<file path="src/rtl/vdp_super_res_pkg.sv">
// rtl/vdp_super_res_pkg.sv - shared types and constants for the 64x64 super high-res framebuffer
package vdp_super_res_pkg;

  typedef logic [23:0] rgb_t;
  typedef logic [16:0] vram_addr_t;

  localparam int SUPER_RES_WIDTH  = 64;
  localparam int SUPER_RES_HEIGHT = 64;

  localparam logic [1:0] PORT_DATA    = 2'd0;
  localparam logic [1:0] PORT_ADDR_LO = 2'd1;
  localparam logic [1:0] PORT_ADDR_HI = 2'd2;
  localparam logic [1:0] PORT_CTRL    = 2'd3;

  localparam int CTRL_FILL_BIT = 7;

  typedef enum logic [1:0] {
    FILL_IDLE       = 2'd0,
    FILL_WAIT_EMPTY = 2'd1,
    FILL_RUN        = 2'd2
  } fill_state_t;

endpackage

</file>
<file path="src/rtl/vdp_super_res_wr_queue.sv">
// rtl/vdp_super_res_wr_queue.sv - pending/staging pixel buffer with VRAM req/ack handshake
module vdp_super_res_wr_queue
  import vdp_super_res_pkg::*;
(
  input  logic        clk,
  input  logic        reset_n,
  input  logic        push,
  input  logic [16:0] push_addr,
  input  logic [23:0] push_data,
  input  logic        ack,
  output logic        req,
  output logic [16:0] addr,
  output logic [23:0] data,
  output logic        pend_full,
  output logic        stage_full
);

  logic       p_valid;
  logic       s_valid;
  vram_addr_t p_addr;
  vram_addr_t s_addr;
  rgb_t       p_data;
  rgb_t       s_data;
  logic       hs;
  logic       pend_free;

  assign hs = req & ack;
  // Pending counts as free when it is empty or is being retired with nothing staged behind it.
  assign pend_free = ~p_valid | (hs & ~s_valid);

  always_ff @(posedge clk or negedge reset_n) begin
    if (!reset_n) begin
      p_valid <= 1'b0;
      s_valid <= 1'b0;
      p_addr  <= '0;
      s_addr  <= '0;
      p_data  <= '0;
      s_data  <= '0;
      req     <= 1'b0;
    end else begin
      if (hs) begin
        if (s_valid) begin
          p_addr  <= s_addr;
          p_data  <= s_data;
          s_valid <= 1'b0;
        end else begin
          p_valid <= 1'b0;
          req     <= 1'b0;
        end
      end else if (p_valid) begin
        req <= 1'b1;
      end

      if (push) begin
        if (pend_free) begin
          p_valid <= 1'b1;
          p_addr  <= push_addr;
          p_data  <= push_data;
        end else begin
          s_valid <= 1'b1;
          s_addr  <= push_addr;
          s_data  <= push_data;
        end
      end
    end
  end

  assign addr       = p_addr;
  assign data       = p_data;
  assign pend_full  = p_valid;
  assign stage_full = s_valid;

endmodule

</file>
<file path="src/rtl/vdp_super_res_writer.sv">
// rtl/vdp_super_res_writer.sv - CPU RGB byte packer and VRAM pixel writer; fill option via VDP_SUPER_RES_FILL_EN
module vdp_super_res_writer
  import vdp_super_res_pkg::*;
#(
  parameter int ADDR_STEP  = 2,
  parameter int FILL_COUNT = 4096
) (
  input  logic        clk,
  input  logic        reset_n,
  input  logic        super_high_res,
  input  logic        cpu_wr,
  input  logic [1:0]  cpu_port,
  input  logic [7:0]  cpu_data,
  output logic        busy,
  output logic        overflow,
  output logic        vram_wr_req,
  input  logic        vram_wr_ack,
  output logic [16:0] vram_wr_addr,
  output logic [31:0] vram_wr_data
);

  localparam vram_addr_t STEP = 17'(ADDR_STEP);

  logic [1:0] byte_idx;
  logic [7:0] r_byte;
  logic [7:0] g_byte;
  vram_addr_t addr_ptr;
  logic       overflow_q;
  logic       data_wr;
  logic       busy_base;
  logic       pix_push;
  logic       drop;
  logic       filling;
  logic       fill_push;
  logic       push;
  rgb_t       push_data;
  rgb_t       q_data;
  logic       pend_full;
  logic       stage_full;

  assign data_wr   = cpu_wr & (cpu_port == PORT_DATA) & super_high_res;
  assign busy_base = stage_full & (byte_idx == 2'd2);
  assign pix_push  = data_wr & ~filling & (byte_idx == 2'd2) & ~busy_base;
  assign drop      = data_wr & (filling | busy_base);

`ifdef VDP_SUPER_RES_FILL_EN
  localparam int CNT_W = $clog2(FILL_COUNT + 1);

  fill_state_t      state;
  fill_state_t      state_next;
  logic [CNT_W-1:0] fill_left;
  rgb_t             last_colour;
  logic             fill_start;
  logic             queue_empty;

  assign fill_start  = cpu_wr & (cpu_port == PORT_CTRL) & cpu_data[CTRL_FILL_BIT] & (state == FILL_IDLE);
  assign queue_empty = ~pend_full & ~stage_full;

  always_ff @(posedge clk or negedge reset_n) begin
    if (!reset_n) state <= FILL_IDLE;
    else          state <= state_next;
  end

  always_comb begin
    state_next = state;
    case (state)
      FILL_IDLE:       if (fill_start) state_next = FILL_WAIT_EMPTY;
      FILL_WAIT_EMPTY: if (queue_empty) state_next = FILL_RUN;
      FILL_RUN:        if ((fill_left == '0) && queue_empty) state_next = FILL_IDLE;
      default:         state_next = FILL_IDLE;
    endcase
  end

  always_comb begin
    filling   = 1'b0;
    fill_push = 1'b0;
    case (state)
      FILL_WAIT_EMPTY: filling = 1'b1;
      FILL_RUN: begin
        filling   = 1'b1;
        fill_push = (fill_left != '0) & ~stage_full;
      end
      default: ;
    endcase
  end

  always_ff @(posedge clk or negedge reset_n) begin
    if (!reset_n) begin
      fill_left   <= '0;
      last_colour <= '0;
    end else begin
      if (fill_start)     fill_left <= CNT_W'(FILL_COUNT);
      else if (fill_push) fill_left <= fill_left - 1'b1;
      if (pix_push) last_colour <= {r_byte, g_byte, cpu_data};
    end
  end

  assign push_data = fill_push ? last_colour : {r_byte, g_byte, cpu_data};
`else
  logic unused_fill;

  assign filling     = 1'b0;
  assign fill_push   = 1'b0;
  assign push_data   = {r_byte, g_byte, cpu_data};
  assign unused_fill = pend_full ^ (FILL_COUNT == 0);
`endif

  assign push = pix_push | fill_push;

  always_ff @(posedge clk or negedge reset_n) begin
    if (!reset_n) begin
      byte_idx   <= 2'd0;
      r_byte     <= 8'h00;
      g_byte     <= 8'h00;
      addr_ptr   <= '0;
      overflow_q <= 1'b0;
    end else begin
      if (push) addr_ptr <= addr_ptr + STEP;
      if (drop) overflow_q <= 1'b1;

      if (!super_high_res) begin
        byte_idx <= 2'd0;
      end else if (data_wr && !filling) begin
        case (byte_idx)
          2'd0: begin r_byte <= cpu_data; byte_idx <= 2'd1; end
          2'd1: begin g_byte <= cpu_data; byte_idx <= 2'd2; end
          2'd2: if (!busy_base) byte_idx <= 2'd0;
          default: byte_idx <= 2'd0;
        endcase
      end

      // Address writes restart pixel assembly; the fill owns addr_ptr while it runs.
      if (cpu_wr && !filling) begin
        case (cpu_port)
          PORT_ADDR_LO: begin addr_ptr[7:0]  <= cpu_data; byte_idx <= 2'd0; end
          PORT_ADDR_HI: begin addr_ptr[15:8] <= cpu_data; byte_idx <= 2'd0; end
          PORT_CTRL: begin
            addr_ptr[16] <= cpu_data[0];
            byte_idx     <= 2'd0;
            overflow_q   <= 1'b0;
          end
          default: ;
        endcase
      end
    end
  end

  vdp_super_res_wr_queue u_queue (
    .clk        (clk),
    .reset_n    (reset_n),
    .push       (push),
    .push_addr  (addr_ptr),
    .push_data  (push_data),
    .ack        (vram_wr_ack),
    .req        (vram_wr_req),
    .addr       (vram_wr_addr),
    .data       (q_data),
    .pend_full  (pend_full),
    .stage_full (stage_full)
  );

  assign vram_wr_data = {8'h00, q_data};
  assign busy         = busy_base | filling;
  assign overflow     = overflow_q;

endmodule
</file>
<file path="config.mk">
export PLATFORM = sky130hd
export DESIGN_NAME = vdp_super_res_writer
export DESIGN_NICKNAME = d
export VERILOG_FILES = /design/src/rtl/vdp_super_res_pkg.sv /design/src/rtl/vdp_super_res_wr_queue.sv /design/src/rtl/vdp_super_res_writer.sv
export SDC_FILE = /design/constraint.sdc
export NUM_CORES = 1
export LEC_CHECK = 0
export ABC_AREA = 1
export CAP_MARGIN = 5
export CORE_MARGIN = 4
export CORE_UTILIZATION = 42
export CTS_CLUSTER_DIAMETER = 100
export DETAILED_ROUTE_END_ITERATION = 10
export PLACE_DENSITY = 0.69
export SETUP_SLACK_MARGIN = 0.5
export SKIP_CTS_REPAIR_TIMING = 1
export SYNTH_ARGS = -nofsm -noshare
export SYNTH_HDL_FRONTEND = slang
export SYNTH_SLANG_ARGS = --single-unit
export TNS_END_PERCENT = 30
</file>
<file path="constraint.sdc">
create_clock -name clk -period 3.5 [get_ports clk]
set_input_delay 0.7 -clock clk [delete_from_list [all_inputs] [get_ports clk]]
set_output_delay 0.7 -clock clk [all_outputs]
set_load 0.02 [all_outputs]
</file>
==> impl_metrics.toml <==
[worst_setup_path]
cp_top_family = "flip-flops"
critPathKind = "reg -> out"
crit_chain = "clkdlybuf4s50_1"
critPathSlowestCell = "dfrtp_1"
worstSetupStartpointType = "flip-flop"
cp.arrival_ps = 2090
setup.worst_path.end_class = "primary output"
path_buf_inv = 1
cp_max_fo = 26
critical_path.max_stage_delay_ps = 920
cp.required_ps = 2800

[pwr]
p_leak_nw = 3.347
combPwrFrac_pct = 9.2
switching_power_w = 0.0009603
power.total_w = 0.003856
internal_power_w = 0.002896
ir_worst_vdd_mv = 0.3522
p_sw_share_pct = 24.90
clkPwrFrac_pct = 49.5
p_per_area_nw_per_um2 = 559.6
power_frac_seq_pct = 41.3

[clock_tree]
clk_pin_slew_worst_paths_ps = 60
ctsHtreeMaxLevel = 4
numCtsBuffers = 17
clockBufferDepth = 2
clock_latency_ps = 400
cts_sinks = 121
cts_tree = "done"
cts_root_buf = "clkbuf_16"

[routing]
drc = 0
wl_per_cell_um = 14.77
vias = 4624
wirelength_um = 13230
vias_per_cell = 5.161
ant_nets = 0
drt-initial-drc-count = 404
firstDrtPassIters = 5

[global_routing]
grt_max_degree = 70
grt_pass1_wl_um = 22300
overflow = 0
grt.total_usage_pct = 18.67
antenna_found_initial = 0
grt_pass1_vias = 4461

[placed_design]
post-place-ws_ps = 853.7
hpwl_um = 8846
portBuffers = 58
globalplace.congestion = 0.8858

[synth]
synth_warnings = 0
syn_inst = 663
syn_area_per_cell_um2 = 8.434
synth_seq_area_share_pct = 54.15
synth-seq-cells = 121
synth.cell_area_um2 = 5592
synth_cell_types = 28

[floorplanning]
start_util_pct = 43.60
io_pins = 67
die_y_um = 123.4
die_w_um = 123.4
die-area_um2 = 15220
num_rows = 41
core_area_um2 = 12820

[outcome]
status = "completed"

[timing]
skew_ps = 7.461
maxSlewHeadroom_pct = 40.51
finalSetupViolCount = 0
rsz0062_at_grt = "false"
hold_viol = 0
tightest_slew_ps = 892.3
fmax_mhz = 357.9
timing.final.crit_share_pct = 79.83
finalWorstSetupSlack_ps = 706.1
tns_ps = 0
drv_slew = 0
fin_crit_ps = 2794

[hold_path]
hold_class = "in -> async"

[layout]
num-nets-final = 727
diodes = 0
drive_gt1_share_pct = 7.873
area_delta_synth_final_pct = 23.25

[flow_run]
cap_viol_max_count = 0
-- per-layer routing --
layer	GRT usage (%)	routed length, um	up-vias
li1	-	-	2248
met1	27.38	6395	2207
met2	27.66	5901	148
met3	4.163	717	21
met4	5.813	218	0
met5	0	0	-
-- power by group through the flow --
stage / Sequential (W) / Clock, W / Combinational, W
2_1_floorplan: 0.00160 / 0 / 0.000200
3_3_place_gp: 0.00161 / 0 / 0.000349
3_5_place_dp: 0.00161 / 0 / 0.000356
4_1_cts: 0.00159 / 0.00193 / 0.000359
5_1_grt: 0.00161 / 0.00200 / 0.000403
6_report: 0.00159 / 0.00191 / 0.000354
-- flip-flops by register name (all words and copies together), names as in the netlist, 2 cells and up --
signal / flops
addr_ptr: 17
byte_idx: 2
g_byte: 8
r_byte: 8
u_queue.addr: 17
u_queue.data: 24
u_queue.s_addr: 17
u_queue.s_data: 24
-- stage by stage --
stage	std cells	hold slack [ps]	utilization, %	area, um^2
after floorplan	670	404.4	-	5618
after global placement	864	456.0	48.66	6241
after detailed placement	864	458.9	48.66	6241
after CTS	896	364.0	53.74	6892
after global routing	896	378.4	53.74	6892
final	896	323.0	53.74	6892
-- synthesized netlist by cell type --
cell type	instances	area, um^2
nand2_1	191	716.9
dfrtp_1	121	3028
inv_1	66	247.7
o21ai_0	57	285.3
nand3_1	38	190.2
nor2_1	36	135.1
a31oi_1	24	150.1
nand4_1	23	143.9
o211ai_1	19	142.6
clkbuf_1	15	56.30
o21ai_1	15	75.07
buf_2	12	60.06
buf_4	11	82.58
nor2_4	6	67.56
a21oi_1	4	20.02
buf_6	3	33.78
clkbuf_2	3	15.01
inv_2	3	11.26
nand2_2	3	18.77
nand2_4	2	22.52
nand3b_1	2	15.01
nor3_1	2	10.01
xor2_1	2	17.52
clkinv_1	1	3.750
conb_1	1	3.750
ha_1	1	12.51
nor2_2	1	6.260
nor2_8	1	20.02
-- cell usage in the layout, fill, tap and decap left out, drive strengths merged --
cell type / count
nand2: 196
clkinv: 5
buf: 9
nor2: 44
bufinv: 5
inv: 71
a31oi: 24
nand3: 38
clkinvlp: 3
nor3: 2
o211ai: 19
clkdlybuf4s50: 57
a21oi: 4
dfrtp: 121
ha: 1
nand4: 23
clkbuf: 18
o21ai: 72
conb: 8
nand3b: 2
xor2: 2
-- cells by family (layout without fill, tap and decap cells) --
kind of cell    count (synthesis)  count (layout)  share of synthesized area [%]
compound gates                119             119                          12.04
xor+xnor                        2               2                         0.3133
fa+ha+maj                       1               1                         0.2237
buf+inv                       114             168                          9.129
flops                         121             121                          54.15
other cells                     1               8                        0.06706
simple gates                  305             305                          24.08
-- path summary, 6_finish.rpt --
check,start,end,slack [ps],cells after the start
worst max-delay path,u_queue.req$_DFFE_PN0P_,vram_wr_req,710,1
worst min-delay path,reset_n,u_queue.addr[10]$_DFF_PN0_,320,1
worst max register to register,u_queue.req$_DFFE_PN0P_,u_queue.s_data[6]$_DFFE_PN0P_,1200,6
worst min register to register,u_queue.s_data[16]$_DFFE_PN0P_,u_queue.s_data[16]$_DFFE_PN0P_,470,2
max in group asynchronous,reset_n,u_queue.s_addr[7]$_DFFE_PN0P_,2390,2
min in group clk,u_queue.s_data[16]$_DFFE_PN0P_,u_queue.s_data[16]$_DFFE_PN0P_,470,2
-- area by class of cell --
class / count / area (um^2)
multi-input combinational: 435 / 2085
timing repair buffer: 66 / 650.6
sequential: 121 / 3028
clock buffer: 18 / 429.2
fill: 1166 / 5933
inverter: 70 / 262.8
tap: 172 / 215.2
clock inverter: 14 / 221.5
(Power assumes the default switching activity.)
